==> src/rtl/mem_port_arbiter.sv <==
// Arbiter sharing one single-port MemReadWrite between fetch (F), data (D)
// and inference readout (I). Presents a req/gnt/ack handshake and hides the
// fixed memory read latency. Every output comes straight from a register.
module mem_port_arbiter #(
  parameter int unsigned READ_LAT   = 3,     // 1..7
  parameter int unsigned INFER_BASE = 6300,
  parameter int unsigned STARVE_LIM = 4      // 1..15
) (
  input  logic        clk,
  input  logic        reset,
  input  logic        req_f,
  input  logic [15:0] addr_f,
  input  logic        req_d,
  input  logic        we_d,
  input  logic [15:0] addr_d,
  input  logic [31:0] wdata_d,
  input  logic        req_i,
  input  logic [9:0]  addr_i,
  output logic        gnt_f,
  output logic        gnt_d,
  output logic        gnt_i,
  output logic        ack_f,
  output logic        ack_d,
  output logic        ack_i,
  output logic [31:0] rdata,
  output logic        busy,
  output logic        mem_en,
  output logic        mem_ren,
  output logic        mem_wen,
  output logic [15:0] mem_addr,
  output logic [31:0] mem_din,
  input  logic [31:0] mem_dout
);

  typedef enum logic [1:0] {IDLE, READ, WRITE, DONE} state_t;
  typedef enum logic [1:0] {PORT_F, PORT_D, PORT_I} port_t;

  localparam logic [2:0]  LAST_CNT  = 3'(READ_LAT - 1);
  localparam logic [3:0]  LIM       = 4'(STARVE_LIM);
  localparam logic [15:0] BASE16    = 16'(INFER_BASE);

  state_t      state, state_nxt;
  port_t       port, port_nxt;
  logic [2:0]  cnt, cnt_nxt;
  logic [3:0]  starve, starve_nxt;

  logic        gnt_f_nxt, gnt_d_nxt, gnt_i_nxt;
  logic        ack_f_nxt, ack_d_nxt, ack_i_nxt;
  logic [31:0] rdata_nxt;
  logic        mem_en_nxt, mem_ren_nxt, mem_wen_nxt;
  logic [15:0] mem_addr_nxt;
  logic [31:0] mem_din_nxt;

  // Inference index mapped into the memory map; the 16-bit add wraps mod 65536.
  logic [15:0] infer_addr;
  assign infer_addr = {6'd0, addr_i} + BASE16;

  // Arbitration winner: I jumps the queue once it has starved long enough.
  logic pick_i, pick_d, pick_f;
  assign pick_i = req_i && ((starve == LIM) || (!req_d && !req_f));
  assign pick_d = !pick_i && req_d;
  assign pick_f = !pick_i && !req_d && req_f;

  // Next-state and next-output logic for the access sequencer.
  always_comb begin
    // NOTE: every signal gets a default before the case so no path leaves it
    // unassigned; otherwise synthesis infers a latch to hold the old value.
    state_nxt    = state;
    port_nxt     = port;
    cnt_nxt      = cnt;
    starve_nxt   = starve;
    gnt_f_nxt    = 1'b0;
    gnt_d_nxt    = 1'b0;
    gnt_i_nxt    = 1'b0;
    ack_f_nxt    = 1'b0;
    ack_d_nxt    = 1'b0;
    ack_i_nxt    = 1'b0;
    rdata_nxt    = rdata;
    mem_en_nxt   = 1'b0;
    mem_ren_nxt  = 1'b0;
    mem_wen_nxt  = 1'b0;
    mem_addr_nxt = 16'd0;
    mem_din_nxt  = 32'd0;

    unique case (state)
      IDLE: begin
        if (pick_i || pick_d || pick_f) begin
          cnt_nxt    = 3'd0;
          mem_en_nxt = 1'b1;
          if (pick_i) begin
            starve_nxt   = 4'd0;
            port_nxt     = PORT_I;
            gnt_i_nxt    = 1'b1;
            mem_ren_nxt  = 1'b1;
            mem_addr_nxt = infer_addr;
            state_nxt    = READ;
          end else begin
            // I lost this round while asking: one step closer to top priority.
            if (req_i && starve != LIM) starve_nxt = starve + 4'd1;
            if (pick_d) begin
              port_nxt     = PORT_D;
              gnt_d_nxt    = 1'b1;
              mem_addr_nxt = addr_d;
              if (we_d) begin
                mem_wen_nxt = 1'b1;
                mem_din_nxt = wdata_d;
                state_nxt   = WRITE;
              end else begin
                mem_ren_nxt = 1'b1;
                state_nxt   = READ;
              end
            end else begin
              port_nxt     = PORT_F;
              gnt_f_nxt    = 1'b1;
              mem_ren_nxt  = 1'b1;
              mem_addr_nxt = addr_f;
              state_nxt    = READ;
            end
          end
        end
      end
      READ: begin
        if (cnt == LAST_CNT) begin
          rdata_nxt = mem_dout;
          ack_f_nxt = (port == PORT_F);
          ack_d_nxt = (port == PORT_D);
          ack_i_nxt = (port == PORT_I);
          cnt_nxt   = 3'd0;
          state_nxt = DONE;
        end else begin
          cnt_nxt      = cnt + 3'd1;
          mem_en_nxt   = 1'b1;
          mem_ren_nxt  = 1'b1;
          mem_addr_nxt = mem_addr;
        end
      end
      WRITE: begin
        ack_d_nxt = 1'b1;
        state_nxt = DONE;
      end
      DONE: begin
        state_nxt = IDLE;
      end
      default: state_nxt = IDLE;
    endcase
  end

  // State and output registers with synchronous active-low reset.
  always_ff @(posedge clk) begin
    // NOTE: sequential state uses non-blocking assignments so every register
    // sees pre-edge values, independent of statement order.
    if (!reset) begin
      state    <= IDLE;
      port     <= PORT_F;
      cnt      <= 3'd0;
      starve   <= 4'd0;
      gnt_f    <= 1'b0;
      gnt_d    <= 1'b0;
      gnt_i    <= 1'b0;
      ack_f    <= 1'b0;
      ack_d    <= 1'b0;
      ack_i    <= 1'b0;
      rdata    <= 32'd0;
      busy     <= 1'b0;
      mem_en   <= 1'b0;
      mem_ren  <= 1'b0;
      mem_wen  <= 1'b0;
      mem_addr <= 16'd0;
      mem_din  <= 32'd0;
    end else begin
      state    <= state_nxt;
      port     <= port_nxt;
      cnt      <= cnt_nxt;
      starve   <= starve_nxt;
      gnt_f    <= gnt_f_nxt;
      gnt_d    <= gnt_d_nxt;
      gnt_i    <= gnt_i_nxt;
      ack_f    <= ack_f_nxt;
      ack_d    <= ack_d_nxt;
      ack_i    <= ack_i_nxt;
      rdata    <= rdata_nxt;
      busy     <= (state_nxt != IDLE);
      mem_en   <= mem_en_nxt;
      mem_ren  <= mem_ren_nxt;
      mem_wen  <= mem_wen_nxt;
      mem_addr <= mem_addr_nxt;
      mem_din  <= mem_din_nxt;
    end
  end

endmodule

==> config.mk <==
export PLATFORM = sky130hd
export DESIGN_NAME = mem_port_arbiter
export DESIGN_NICKNAME = d
export VERILOG_FILES = /design/src/rtl/mem_port_arbiter.sv
export SDC_FILE = /design/constraint.sdc
export NUM_CORES = 1
export LEC_CHECK = 0
export CORE_UTILIZATION = 27
export DETAILED_ROUTE_END_ITERATION = 10
export SLEW_MARGIN = 10
export SYNTH_ARGS = -nofsm -noshare
export SYNTH_HDL_FRONTEND = slang
export SYNTH_SLANG_ARGS = --single-unit
==> constraint.sdc <==
create_clock -name clk -period 4 [get_ports clk]
set_input_delay 0.8 -clock clk [delete_from_list [all_inputs] [get_ports clk]]
set_output_delay 0.8 -clock clk [all_outputs]
set_load 0.005 [all_outputs]
# After elaboration in Yosys (flattened, before gate mapping)
# Index checks and enable logic that the tools add are counted.
[totals]
wordCells = 93
output_inout_bits = 90
regBits = 101
[classes]
addsub = 3
n_reduce_logical = 26
mux = 32
n_eq_ne = 10
bitwise_logic = 5
[op_table]
columns = ["operator", "n"]
rows = [
  ["$mux 16", 4],
  ["$pmux 16 s2", 1],
  ["$add 10x13->14 const B", 1],
  ["$mux 1", 12],
  ["$mux 2", 6],
  ["$reduce_and 3->1", 3],
  ["$mux 4", 2],
  ["$pmux 2 s4", 1],
  ["$eq 2x2->1 const B", 3],
  ["$logic_and 1x1->1", 6],
  ["$mux 3", 2],
  ["$pmux 1 s2", 3],
  ["$pmux 3 s2", 1],
  ["$reduce_and 2->1", 3],
  ["$reduce_bool 2->1", 3],
  ["$reduce_or 6->1", 1],
  ["$not 1->1", 5],
  ["$reduce_or 5->1", 1],
  ["$add 4x1->4 const B", 1],
  ["$eq 2x1->1 const B", 2],
  ["$eq 4x3->1 const B", 1],
  ["$logic_not 2->1", 2],
  ["$ne 2x2->1 const B", 2],
  ["$ne 4x3->1 const B", 1],
  ["other kinds (5)", 9],
]

# Longest topological paths before layout
[depth]
word_depth = 11
ltp_mapped = 9
mapped_depth_nobuf = 7

# Least setup slack after synthesis
# OpenSTA, ideal clock, no wires.
[synth_path]
kind = "input to register"
from = "in req_d"
to = "reg busy"
setup_time_ns = 0.132
required_ns = 3.868
slack_ns = 1.946
stages = 4
arrival_ns = 1.922
n_path_buf = 0
path_cell_list = "or4b_2 -> o32a_1 -> a21oi_1 -> a21oi_1"
[synth_between]
elab_chain_len = 11
[synth_rtl]
columns = ["item", "line", "text"]
rows = [
  ["start, declared", "13", "input logic req_d,"],
  ["$logic_not 1->1", "60, 62", ""],
  ["$logic_and 1x1->1", "60", "assign pick_i = req_i && ((starve == LIM) || (!req_d && !req_f));"],
  ["$logic_or 1x1->1", "60", ""],
  ["$logic_and 1x1->1", "60", ""],
  ["$logic_not 1->1", "61, 62", ""],
  ["$logic_and 1x1->1 (on tied branches)", "61, 62", ""],
  ["$mux 2 (tied with other cells)", "100", "if (pick_d) begin"],
  ["$mux 2 or $logic_or 1x1->1 (tied branches)", "90, 87", ""],
  ["$mux 2 (*)", "87", "if (pick_i || pick_d || pick_f) begin"],
  ["$pmux 2 s4 (*)", "85", "unique case (state)"],
  ["$reduce_bool 2->1 (*)", "182", "busy <= (state_nxt != IDLE);"],
  ["end signal, assigned", "182", ""],
  ["end, declared", "26", "output logic busy,"],
]
# Mark *: on every way between the ends. The rest lies on a longest branch, timed or not.
# A chain may end at the register's enable or synchronous reset.

# Worst setup path in the final report
[layout_path]
from = "in req_d"
to = "reg mem_din[12]"
[layout_between]
elab_chain_len = 10
[layout_rtl]
columns = ["item", "line", "text"]
rows = [
  ["$logic_not 1->1", "60, 62", ""],
  ["$logic_and 1x1->1", "60", ""],
  ["$logic_or 1x1->1", "60", ""],
  ["$logic_and 1x1->1", "60", ""],
  ["$logic_not 1->1", "61, 62", ""],
  ["$logic_and 1x1->1 (on tied branches)", "61, 62", ""],
  ["$logic_or 1x1->1 or $logic_and 1x1->1 (tied branches)", "87, 62", ""],
  ["$logic_or 1x1->1", "87", ""],
  ["$not 1->1 (no source line)", "--", ""],
  ["$reduce_or 6->1 (no source line) (*)", "--", ""],
  ["end signal, assigned", "187", "mem_din <= mem_din_nxt;"],
  ["end, declared", "31", "output logic [31:0] mem_din,"],
]
# Marked as above.

==> metrics.cfg <==
[status]
result_of_the_run=complete, no violations

[critical_path]
worstPathCellList=clkdlybuf4s50_1, nor2_1, o21ai_4, and2_1, and4_4, and2_1
cp-start-kind=input port
crit_path_frequent_cell=and2_1
worst_ep_required_time_ps=4280
critical-path-slowest-cell=clkdlybuf4s50_1
critPathBufInv=1
crit_fanout=33
cp_slowest_stage_delay_ps=560
crit_arrival_ps=2790
crit_type=in2reg
largest_delay_contributor_family_on_the_critical_path=simple AND/OR/NAND/NOR gates
element_type_at_the_critical_path_end=flip-flop

[logic_synthesis]
ys_warn_count=0
synth_cells=427
mappedNetlistNets=545
yosys.area_share.simple_pct=21.2
synth-seq-cells=101
synth.lib_cells_used.distinct=44
synth_edf_count=0
synthAdderAreaFrac_pct=1.96
synth-xor-area-share_pct=1.37
synth_sequential_area_ratio_pct=52.7
dominantRegCellSynth=dfxtp_1
synthesized_area_per_cell_sq_um=8.99
dominant_combinational_cell_family_by_area_after_synthesis=simple AND/OR/NAND/NOR gates
synth_async_sr_flop_share_pct=0
synthesized_area_fraction_occupied_by_ao_oa_aoi_and_oai_cells_pct=13.4
muxShareOfSynthArea_pct=4.86
syn_area_sq_um=3840

[clocking]
clockBufferDepth=2
clk_pin_slew_ps=70
max_h_tree_level=3
clock-sinks=101
cts-buffers-inserted=9
insertion_delay_ps=350
clock_tree_from_tritoncts=built
cts_post_setup_buffers_inserted=0
holdBufCountCts=0
ctsResizeCount=0
ctsRootBufferMaster=clkbuf_16

[power_and_ir_drop]
max-vdd-ir-drop_mv=0.221
total_power_mw=2.72
power_density_nw_per_um2=431
switching_power_uw=703
power.clock.fraction_pct=36.9
internal_power_mw=2.02
static_leakage_power_nw=2.31
seq_power_share_pct=41.5
combinationalPowerShare_pct=21.6
switching_share_pct=25.8

[global_routing]
grt_first_pass_wirelength_mm=16.6
grt_antenna_before_repair=0
grt_start_max_net_pins=59
grt_remaining_overflow=0
vias_in_the_first_global_route=3413
groute.usage.overall_pct=14.6

[placed_design]
pre_cts_slack_ps=1130
gp_congestion=0.788
place.port_buffers=201
detailedPlacementHpwl_mm=7.81
placed_cell_area_sq_um=5970

[drt]
total_number_of_vias=3530
routed_via_density=4.41
detail_route.wirelength_mm=10.6
drt_drc_violations_left=0
post_drt_wl_per_cell_microns=13.2
initialDrtViolationCount=104
postRouteAntennaNets=0
length_of_the_first_detailed_routing_pass_in_iterations=4

[timing]
clock_skew_ps=8.16
slew_viol_final=0
final_period_minus_worst_setup_slack_ps=2510
fin_hold_ws_ps=456
max_slew_margin_pct=32.9
finalSetupViolCount=0
fin_ws_ps=1490
timing.setup.tns_ps=0
timing.fmax_mhz=399
tightestPinTransition_ps=1000
unrepaired_setup_endpoints_after_global_routing=no
timing.final.crit_share_pct=62.7
final-hold-violation-count=0

[floorplanning]
core_region_area_sq_um=13900
die_h_microns=121
start_util_pct=27.7
die_area_sq_um=14700
die_w_microns=121
num_io_pins=202
fp-row-count=43

[final_layout]
mostFrequentLayoutCell=clkdlybuf4s50_1
insertedDiodeCount=0
area.growth.synth_to_final_pct=64.5
layout.cells.most_common_list=clkdlybuf4s50_1 (201), dfxtp_1 (101), nand2_1 (84)
postLayoutCellArea_sq_um=6320
drive_gt1_share_pct=5.32
layout.nets=733

[worst_hold_path]
timing.hold.worst.class=reg2reg

[job]
maxCapViolations=0

[metrics by stage]
step	std cells	utilization (%)
2_1_floorplan	427	-
3_3_place_gp	784	43.0
3_5_place_dp	784	43.0
4_1_cts	800	45.5
5_1_grt	800	45.5
6_report	800	45.5
[flip-flops by register name, summed over array words and instances, names as in the netlist, 2 cells and up]
register,flops
cnt,3
mem_addr,16
mem_din,32
port,2
rdata,32
starve,4
state,2
[layout make-up]
type / instances / area (sq um)
Clock buffer: 9 / 225
Clock inverter: 7 / 123
Fill cell: 1309 / 7560
Inverter: 11 / 41.3
Multi-Input combinational cell: 288 / 1650
Sequential cell: 101 / 2020
Tap cell: 180 / 225
Timing Repair Buffer: 204 / 2030
[synthesized netlist by cell type, types with 3 or more instances]
master	n	area, sq um
a31oi_1	3	18.8
nand2b_1	3	18.8
mux2_2	5	56.3
buf_2	6	30.0
nor3_1	9	45.0
xnor2_1	4	35.0
dfxtp_1	101	2020
o211ai_1	4	30.0
clkbuf_1	17	63.8
inv_1	11	41.3
a211oi_1	4	30.0
nand3_1	7	35.0
nand2_1	84	315
mux2i_1	13	130
o21ai_0	7	35.0
nor2_1	21	78.8
buf_6	3	33.8
a22oi_1	3	22.5
o21a_1	3	22.5
a21oi_1	53	265
and2_1	34	213
ha_1	6	75.1
[logic make-up (layout without fill, tap and decap cells)]
family,Yosys count,after routing
fa+ha+maj,6,6
xor+xnor,6,6
compound gates,87,87
simple gates,171,171
buf+inv,38,231
flops,101,101
mux,18,18
[power groups by stage]
stage / clock, mW / combinational (mW) / sequential [mW]
final: 1.00 / 0.588 / 1.13
after global routing: 1.08 / 0.648 / 1.14
after CTS: 1.04 / 0.596 / 1.13
after detailed placement: 0 / 0.591 / 1.15
after global placement: 0 / 0.583 / 1.15
after floorplan: 0 / 0.290 / 1.15
[path summary, 6_finish.rpt]
path                                           startpoint                   endpoint  slack (ps)  cells past startpoint
worst max-delay path                                req_d     mem_din[12]$_SDFF_PP0_        1490                      6
worst min-delay path            mem_addr[13]$_SDFFE_PN0N_  mem_addr[13]$_SDFFE_PN0N_         460                      2
worst max register to register     starve[0]$_SDFFE_PN0P_     mem_din[12]$_SDFF_PP0_        1820                      7
worst min register to register  mem_addr[13]$_SDFFE_PN0N_  mem_addr[13]$_SDFFE_PN0N_         460                      2
[routing by layer]
metal / part of all wire (%) / wire length, microns / vias to the layer above / track usage, %
li1: - / - / 1805 / -
met1: 42 / 4450 / 1581 / 16.5
met2: 47 / 4970 / 134 / 24.3
met3: 9.8 / 1040 / 10 / 6.63
met4: 1.4 / 149 / 0 / 4.86
met5: 0 / 0 / - / 0
[worst reg2reg max path, cell delays in order, from the launching register on]
cell and delay, ps:
dfxtp_1 390, inv_1 70, ha_1 190, and3b_1 220, o21ai_4 320, and2_1 310
and4_4 440, and2_1 180
Power figures use the tool's default switching activity.
==> patch: new RTL, config.mk and constraints unchanged <==
Make the reset (`reset`) asynchronous in one clocked block. Comments in the files are not updated.
--- a/src/rtl/mem_port_arbiter.sv
+++ b/src/rtl/mem_port_arbiter.sv
@@ -146,7 +146,7 @@
   end
 
   // State and output registers with synchronous active-low reset.
-  always_ff @(posedge clk) begin
+  always_ff @(posedge clk or negedge reset) begin
     // NOTE: sequential state uses non-blocking assignments so every register
     // sees pre-edge values, independent of statement order.
     if (!reset) begin
Behaviour: differs if reset is asserted again (counterexample within 4 cycles, from zero or initial values and one cycle with reset low); with reset held inactive, the same outputs for 10 cycles.
==> patch against the unedited design <==
  * Sequential cell count stayed put
  * Routed wire length rose by 6.0%
  * Worst setup slack worse by 0.13 ns
  * Synthesized area is 10% higher
  * Hold slack got worse by 0.025 ns
  * Highest routed layer unchanged
  * Cell area grew 6.7%
  * Critical path depth decreased by 1
  * Cell count decreased by 5.8%
  * Via count fell by 4.2%
Power is not compared: it rests on default switching activity, and its combinational part moved more than twofold at a synthesized area within 25%.
==> patch: results (changes against the unedited design) <==
- Slowest-stage cell, CP: nor2_2
- # nets final: 656 (-11%)
- Dpl cell area: 6450 um^2 (+8.1%)
- Critical Path AT: 2.93 ns (+0.14 ns)
- Xor/xnor share of the synthesized area: 0.0124 (-0.00130)
- Placed Instances: 738 (-5.9%)
- Final std cells w/o fill: 754 (-5.8%)
- First-pass GRT wire length: 17800 um (+7.2%)
- DP HPWL: 8340 um (+6.8%)
- Total global routing track utilization: 0.142 (-0.00337)
- Vias in the first global route: 3471 (+1.7%)
- Detailed-router iteration count before antenna repair: 4 (unchanged)
- Status: completed
- Async SR Flop Fraction: 1.00 (+1.00)
- Synthesized Nets: 453 (-17%)
- Mux cell area share after synthesis: 0.102 (+0.0532)
- Dpl ws: 0.931 ns (-0.200 ns)
- Maximum clock path buffer count: 2 (unchanged)
- Main area contributors after synthesis: dfrtp_1 (60%), mux2_1 (7.2%), and2_1 (4.9%), nand2_1 (2.7%), ha_1 (1.8%)
- Pin count of the biggest net entering global routing: 77 (+31%)
- Htree depth: 3 (unchanged)
- Ys Warns: 0 (unchanged)
- Vias: 3381 (-4.2%)
- Post-Route WL: 11200 um (+6.0%)
- Commonest cells post-synth: dfrtp_1 (101), and2_1 (33), nand2_1 (30), mux2_1 (27), o21ai_1 (13)
- Ys flop type: dfrtp_1
- Iter 0 DRT Violations: 134 (+29%)
- Hold Violations, Final: 0 (unchanged)
- Share of layout cells above drive strength 1: 0.0810 (+0.0278)
- Clock Skews: 0.00759 ns (-0.000566 ns)
- Crit path largest cell delay: 0.80 ns (+0.24 ns)
- Synth unique cells: 54 (+23%)
- Post-synthesis adder-cell area fraction: 0.0177 (-0.00186)
- Rel. slew slack: 0.313 (-0.0159)
- Sequential fraction of the synthesis area: 0.596 (+0.0691)
- Post-synthesis compound-gate area fraction: 0.0967 (-0.0372)
- Gp weighted congestion: 0.840 (+6.7%)
==> patch: routing by layer <==
| layer | routed length [um] | part of all wire | up-vias | global-route usage |
|---|---|---|---|---|
| li1 | - | - | 1563 | - |
| met1 | 4850 | 0.43 | 1639 | 0.178 |
| met2 | 5180 | 0.46 | 165 | 0.229 |
| met3 | 1010 | 0.090 | 14 | 0.0423 |
| met4 | 189 | 0.017 | 0 | 0.0609 |
| met5 | 0 | 0 | - | 0 |
==> patch: worst paths after layout <==
| check | start | end | slack (ns) | depth (start not counted) |
|---|---|---|---|---|
| max | req_d | mem_din[27]$_DFF_PN0_ | 1.36 | 5 |
| min | port[1]$_DFFE_PN0P_ | ack_f$_DFF_PN0_ | 0.43 | 1 |
| max reg2reg | state[1]$_DFF_PN0_ | mem_din[27]$_DFF_PN0_ | 1.73 | 5 |
| min reg2reg | port[1]$_DFFE_PN0P_ | ack_f$_DFF_PN0_ | 0.43 | 1 |
| max in group asynchronous | reset | starve[1]$_DFFE_PN0P_ | 2.62 | 2 |
| min in group asynchronous | reset | rdata[9]$_DFFE_PN0P_ | 0.60 | 1 |
==> patch: logic make-up after synthesis <==
| group | Yosys count |
|---|---|
| and+or+nand+nor | 106 |
| DFF | 101 |
| AOI/OAI and AO/OA | 56 |
| muxes | 39 |
| buffers and inverters | 21 |
| xor gates and xnor gates | 6 |
| adders and majority gates | 6 |
==> patch: critical path, delay by kind of cell <==
kind	cells	cell delay, ns
buf+inv	1	0.74
simple gates	4	1.37
==> patch: power breakdown <==
group	switching, mW	internal, mW
registers	0.166	1.33
logic	0.574	0.811
clock network	0.424	0.438
total	1.16	2.57
==> patch: cell type report <==
class                           instances  area (um^2)
Clock buffer                            9          225
Timing Repair Buffer                  205         2040
Sequential cell                       101         2530
Multi-Input combinational cell        213         1590
Tap cell                              211          264
Inverter                                8         30.0
Clock inverter                          7         65.1
Fill cell                            1455         8510
